<file path="src/rtl/vga_glyph_pipe.sv">
// Text-mode glyph pixel pipeline: S1 forms the text RAM address, S2 the font ROM address,
// S3 selects the pixel. Sync inputs ride alongside so all outputs share one latency.
module vga_glyph_pipe #(
   parameter int GLYPHS       = 80,
   parameter int ROWS         = 25,
   parameter int PIXELS       = 10,
   parameter int LINES        = 16,
   parameter int CURSOR_FIRST = 13,
   parameter int BLINK_LOG2   = 5,
   localparam int GW = $clog2(GLYPHS),
   localparam int RW = $clog2(ROWS),
   localparam int PW = $clog2(PIXELS),
   localparam int LW = $clog2(LINES),
   localparam int AW = $clog2(GLYPHS*ROWS),
   localparam int FW = 7 + LW
) (
   input  logic          clk,
   input  logic          reset,
   input  logic          ce,
   input  logic          h_active,
   input  logic          h_sync,
   input  logic [GW-1:0] h_glyph,
   input  logic [PW-1:0] h_pixel,
   input  logic          v_active,
   input  logic          v_sync,
   input  logic [RW-1:0] v_glyph,
   input  logic [LW-1:0] v_pixel,
   input  logic          frame,
   input  logic          cursor_en,
   input  logic [GW-1:0] cursor_col,
   input  logic [RW-1:0] cursor_row,
   output logic [AW-1:0] text_addr,
   input  logic [7:0]    text_data,
   output logic [FW-1:0] font_addr,
   input  logic [7:0]    font_data,
   output logic          video,
   output logic          hsync_out,
   output logic          vsync_out
);

   typedef struct packed {
      logic          active;
      logic          cur;
      logic          hs;
      logic          vs;
      logic [PW-1:0] hpix;
   } side_t;

   // Syncs idle high through the pipe so a refill after reset never emits a false sync pulse.
   localparam side_t SIDE_RST = '{active: 1'b0, cur: 1'b0, hs: 1'b1, vs: 1'b1, hpix: '0};
   localparam logic [LW:0] CF = (LW+1)'(CURSOR_FIRST);

   logic [BLINK_LOG2-1:0] r_blink;
   logic                  w_blink_on;
   logic                  w_cur_hit;
   logic                  w_bit;
   logic [AW-1:0]         w_addr;

   logic [AW-1:0]         r_s1_addr;
   logic [LW-1:0]         r_s1_vpix;
   side_t                 r_s1;

   logic [FW-1:0]         r_s2_faddr;
   logic                  r_s2_inv;
   side_t                 r_s2;

   logic                  r_video;
   logic                  r_hs;
   logic                  r_vs;

   // Blink runs on frame strobes alone; pixel enable has no say in it.
   always_ff @(posedge clk) begin
      if (reset)
         r_blink <= '0;
      else if (frame)
         r_blink <= r_blink + BLINK_LOG2'(1);
   end

   assign w_blink_on = r_blink[BLINK_LOG2-1];
   assign w_addr     = AW'(v_glyph) * AW'(GLYPHS) + AW'(h_glyph);
   assign w_cur_hit  = cursor_en & w_blink_on & (h_glyph == cursor_col) &
                       (v_glyph == cursor_row) & ({1'b0, v_pixel} >= CF);

   always_ff @(posedge clk) begin
      if (reset) begin
         r_s1_addr <= '0;
         r_s1_vpix <= '0;
         r_s1      <= SIDE_RST;
      end else if (ce) begin
         r_s1_addr   <= w_addr;
         r_s1_vpix   <= v_pixel;
         r_s1.active <= h_active & v_active;
         r_s1.cur    <= w_cur_hit;
         r_s1.hs     <= h_sync;
         r_s1.vs     <= v_sync;
         r_s1.hpix   <= h_pixel;
      end
   end

   always_ff @(posedge clk) begin
      if (reset) begin
         r_s2_faddr <= '0;
         r_s2_inv   <= 1'b0;
         r_s2       <= SIDE_RST;
      end else if (ce) begin
         r_s2_faddr <= {text_data[6:0], r_s1_vpix};
         r_s2_inv   <= text_data[7];
         r_s2       <= r_s1;
      end
   end

   // Columns past the 8-pixel font row are gap; 7-x on 3 bits is ~x.
   assign w_bit = ({1'b0, r_s2.hpix} < (PW+1)'(8)) ? font_data[~r_s2.hpix[2:0]] : 1'b0;

   always_ff @(posedge clk) begin
      if (reset) begin
         r_video <= 1'b0;
         r_hs    <= 1'b1;
         r_vs    <= 1'b1;
      end else if (ce) begin
         r_video <= r_s2.active & (w_bit ^ r_s2_inv ^ r_s2.cur);
         r_hs    <= r_s2.hs;
         r_vs    <= r_s2.vs;
      end
   end

   assign text_addr = r_s1_addr;
   assign font_addr = r_s2_faddr;
   assign video     = r_video;
   assign hsync_out = r_hs;
   assign vsync_out = r_vs;

endmodule
</file>
<file path="config.mk">
export PLATFORM = sky130hd
export DESIGN_NAME = vga_glyph_pipe
export DESIGN_NICKNAME = d
export VERILOG_FILES = /design/src/rtl/vga_glyph_pipe.sv
export SDC_FILE = /design/constraint.sdc
export NUM_CORES = 1
export LEC_CHECK = 0
export CELL_PAD_IN_SITES_DETAIL_PLACEMENT = 1
export CELL_PAD_IN_SITES_GLOBAL_PLACEMENT = 1
export CORE_AREA = 5 5 88 90
export CTS_BUF_LIST = sky130_fd_sc_hd__clkbuf_2
export DETAILED_ROUTE_END_ITERATION = 10
export DIE_AREA = 0 0 93 95
export GPL_TIMING_DRIVEN = 0
export PLACE_DENSITY_LB_ADDON = 0.1
export RECOVER_POWER = 100
export SYNTH_ARGS = -nofsm -noshare
export SYNTH_HDL_FRONTEND = slang
export SYNTH_SLANG_ARGS = --single-unit
export TNS_END_PERCENT = 10
</file>
<file path="constraint.sdc">
create_clock -name clk -period 3 [get_ports clk]
set_input_delay 0.9 -clock clk [delete_from_list [all_inputs] [get_ports clk]]
set_output_delay 0.9 -clock clk [all_outputs]
set_load 0.005 [all_outputs]
</file>
==> results.toml <==
[power_and_ir_drop]
p_per_area_nw_per_um2 = 425.3
fin_total_pwr_w = 0.001402
ir_drop_uv = 170.1
power.static_leakage_nw = 1.408

[run]
max-cap-violations = 0

[clock_tree]
cts_inserted_buffers = 5
root_buffer = "clkbuf_2"
cts_tree = "done"
numClockSinks = 51
htree_levels = 2
cts_resized = 0
cts_hold_buf = 0
insertion_delay_ps = 430
cts_buffer_depth = 2
postCtsSetupRepairBufs = 0
clk_pin_slew_ps = 250

[floorplan]
die-area_sq_um = 8835
die_w_um = 93
initial_core_util_pct = 33.44
io_pins = 82
fp.dieH_um = 95
core_area_sq_um = 6982
rows = 31

[routing]
vias_per_cell = 4.710
vias = 1898
ant_nets = 0
drc = 0
drt-total-wl_um = 5764
drtIter0Drc = 25
wl_per_cell_um = 14.30
dr.pass1.iters = 4

[global_routing]
antenna_found_initial = 0
grt_max_degree = 17
grt_overflow = 0
grt_pass1_vias = 2072
grt_pass1_wl_um = 9639
track_usage_pct = 13.83

[sta]
maxSlewHeadroom_pct = 48.14
setup_viol = 0
fin_skew_ps = 28.65
slew_violations = 0
worst_pin_slew_ps = 777.8
hold_viol = 0
min_period_ps = 2960
rsz0062_at_grt = "false"
setup_ws_ps = 40.06
fin_crit_sh_pct = 98.66
hold_ws_ps = 493.3
max_clock_freq_ghz = 0.3378

[setup_path]
rr_startpoint = "r_s2[0]"
crit_type = "primary input to register"
r2r_cells = 5
r2r_slack_ps = 1270
worstSetupStartpointType = "primary input"
cp.arrival_ps = 3330
cp_data_required_time_ps = 3370
endpoint = "text_addr[10]"
endpoint_kind = "register"
startpoint = "v_glyph[1]"
worstReg2RegEnd = "video"
path_max_fanout = 4

[placed_design]
port-buffer-count = 80
dp_hpwl_um = 4680
pre_cts_ws_ps = -425.4
gp_congestion = 0.7636
post_dp_cell_area_sq_um = 3238

[yosys]
ys.warnings.count = 0
synth-seq-cells = 51
synth_mux_area_share_pct = 16.56
async_flop_share_pct = 0
syn_inst = 233
syn-num-nets = 302
synth_top_family_by_area = "multiplexers"
synth_top_area_cell = "dfxtp_1"
synth_seq_area_share_pct = 43.73
synth_flop_cell = "dfxtp_1"
ys_types = 30
synth-adder-area-share_pct = 7.074
synth_common_cells = "dfxtp_1, nor2_1, mux2i_1"
syn_area_per_cell_sq_um = 10.02
synth-edff-count = 0
synth_xor_area_share_pct = 9.003
synth_most_common_cell = "dfxtp_1"
synth.top_cell.area_share_pct = 43.73
synthesis.area_sq_um = 2335
synth_compound_gate_area_share_pct = 6.699
synth_area_leaders = "dfxtp_1, mux2i_1, nor2_1"
synthSimpleGateAreaFrac_pct = 13.72

[final_layout]
syn_to_final_growth_pct = 41.16
num-nets-final = 389
design_area_sq_um = 3296
num_antenna_cells = 0
layout-drive-gt1-share_pct = 2.804

[worst_hold_path]
min_path_type = "register to register"

[run_status]
status = "finished, final reports clean"
-- state kept, by name, indices dropped and copies added (netlist names) --
| signal | cells |
|---|---|
| font_addr | 11 |
| text_addr | 11 |
| r_s1 | 8 |
| r_s2 | 8 |
| r_blink | 5 |
| r_s1_vpix | 4 |
| hsync_out | 1 |
| r_s2_inv | 1 |
| video | 1 |
| vsync_out | 1 |
-- worst min-delay path by stage --
stage	startpoint	end	slack, ps	cells after the start
after floorplan	r_s2[4]	vsync_out	430	1
after global placement	r_s2[4]	vsync_out	440	1
after detailed placement	r_s2[4]	vsync_out	450	1
after CTS	r_s1[6]	r_s1[6]	490	2
after global routing	r_s1[6]	r_s1[6]	520	2
final	r_s1[7]	r_s1[7]	490	2
-- worst max-delay path, cell delays in order --
cell	delay [ps]
clkdlybuf4s50_1	510
ha_1	340
ha_1	220
fa_1	380
xor2_1	240
o2111ai_1	170
xor2_1	180
xnor2_1	160
a211oi_1	220
-- power breakdown --
group	total, W	internal, W	switching, W	leakage, nW
Sequential	0.000739	0.000719	0.0000203	0.419
Combinational	0.000303	0.000177	0.000126	0.946
Clock	0.000360	0.000141	0.000219	0.0429
Total	0.00140	0.00104	0.000365	1.41
-- layout make-up --
| type | instances | area [sq um] |
|---|---|---|
| fill | 807 | 3686 |
| multi-input combinational | 166 | 1239 |
| sequential | 51 | 1021 |
| timing repair buffer | 80 | 800.8 |
| tap | 82 | 102.6 |
| buffer | 12 | 48.80 |
| clock inverter | 3 | 43.79 |
| clock buffer | 5 | 25.02 |
| inverter | 4 | 15.01 |
-- per-layer routing --
layer,up-vias,global-route usage (%),wire length [um]
li1,968,-,-
met1,871,16.20,2513
met2,53,24.06,2774
met3,6,4.382,404
met4,0,4.396,72
met5,-,0,0
-- stage by stage --
stage | cells | util (%) | TNS (ps)
after global routing | 403 | 47.20 | 0
after floorplan | 233 | - | 0
final | 403 | 47.20 | 0
after CTS | 403 | 47.37 | 0
after detailed placement | 395 | 46.38 | -558.7
after global placement | 395 | 46.38 | -539.9
-- cells by family after synthesis --
family,after synthesis
AND/OR/NAND/NOR,71
flip-flops,51
multiplexers,37
XOR/XNOR,24
AO/OA/AOI/OAI,22
buffers and inverters,16
adder cells (fa/ha/maj),12
-- cells in the final DEF (no fill, tap or decap) --
cell	n
a211oi_1	3
o211ai_1	1
buf_4	1
a21oi_1	5
xnor2_1	9
clkdlybuf4s50_1	53
nor4_1	2
clkbuf_2	5
mux2i_1	36
nor3_1	1
nand2b_1	5
dfxtp_1	51
a211o_1	6
bufinv_16	1
clkinv_4	1
or4_1	1
fa_1	2
nor2b_1	7
ha_1	10
nand3_1	3
xor2_1	15
nor2_1	44
clkbuf_1	11
o22ai_1	1
nand4_1	4
mux4_1	1
dlygate4sd3_1	27
a21o_1	2
o21ai_0	2
nand2_1	4
o311ai_0	1
clkinv_2	1
o2111ai_1	1
inv_1	4
No activity file was read; power rests on OpenSTA's default activity.
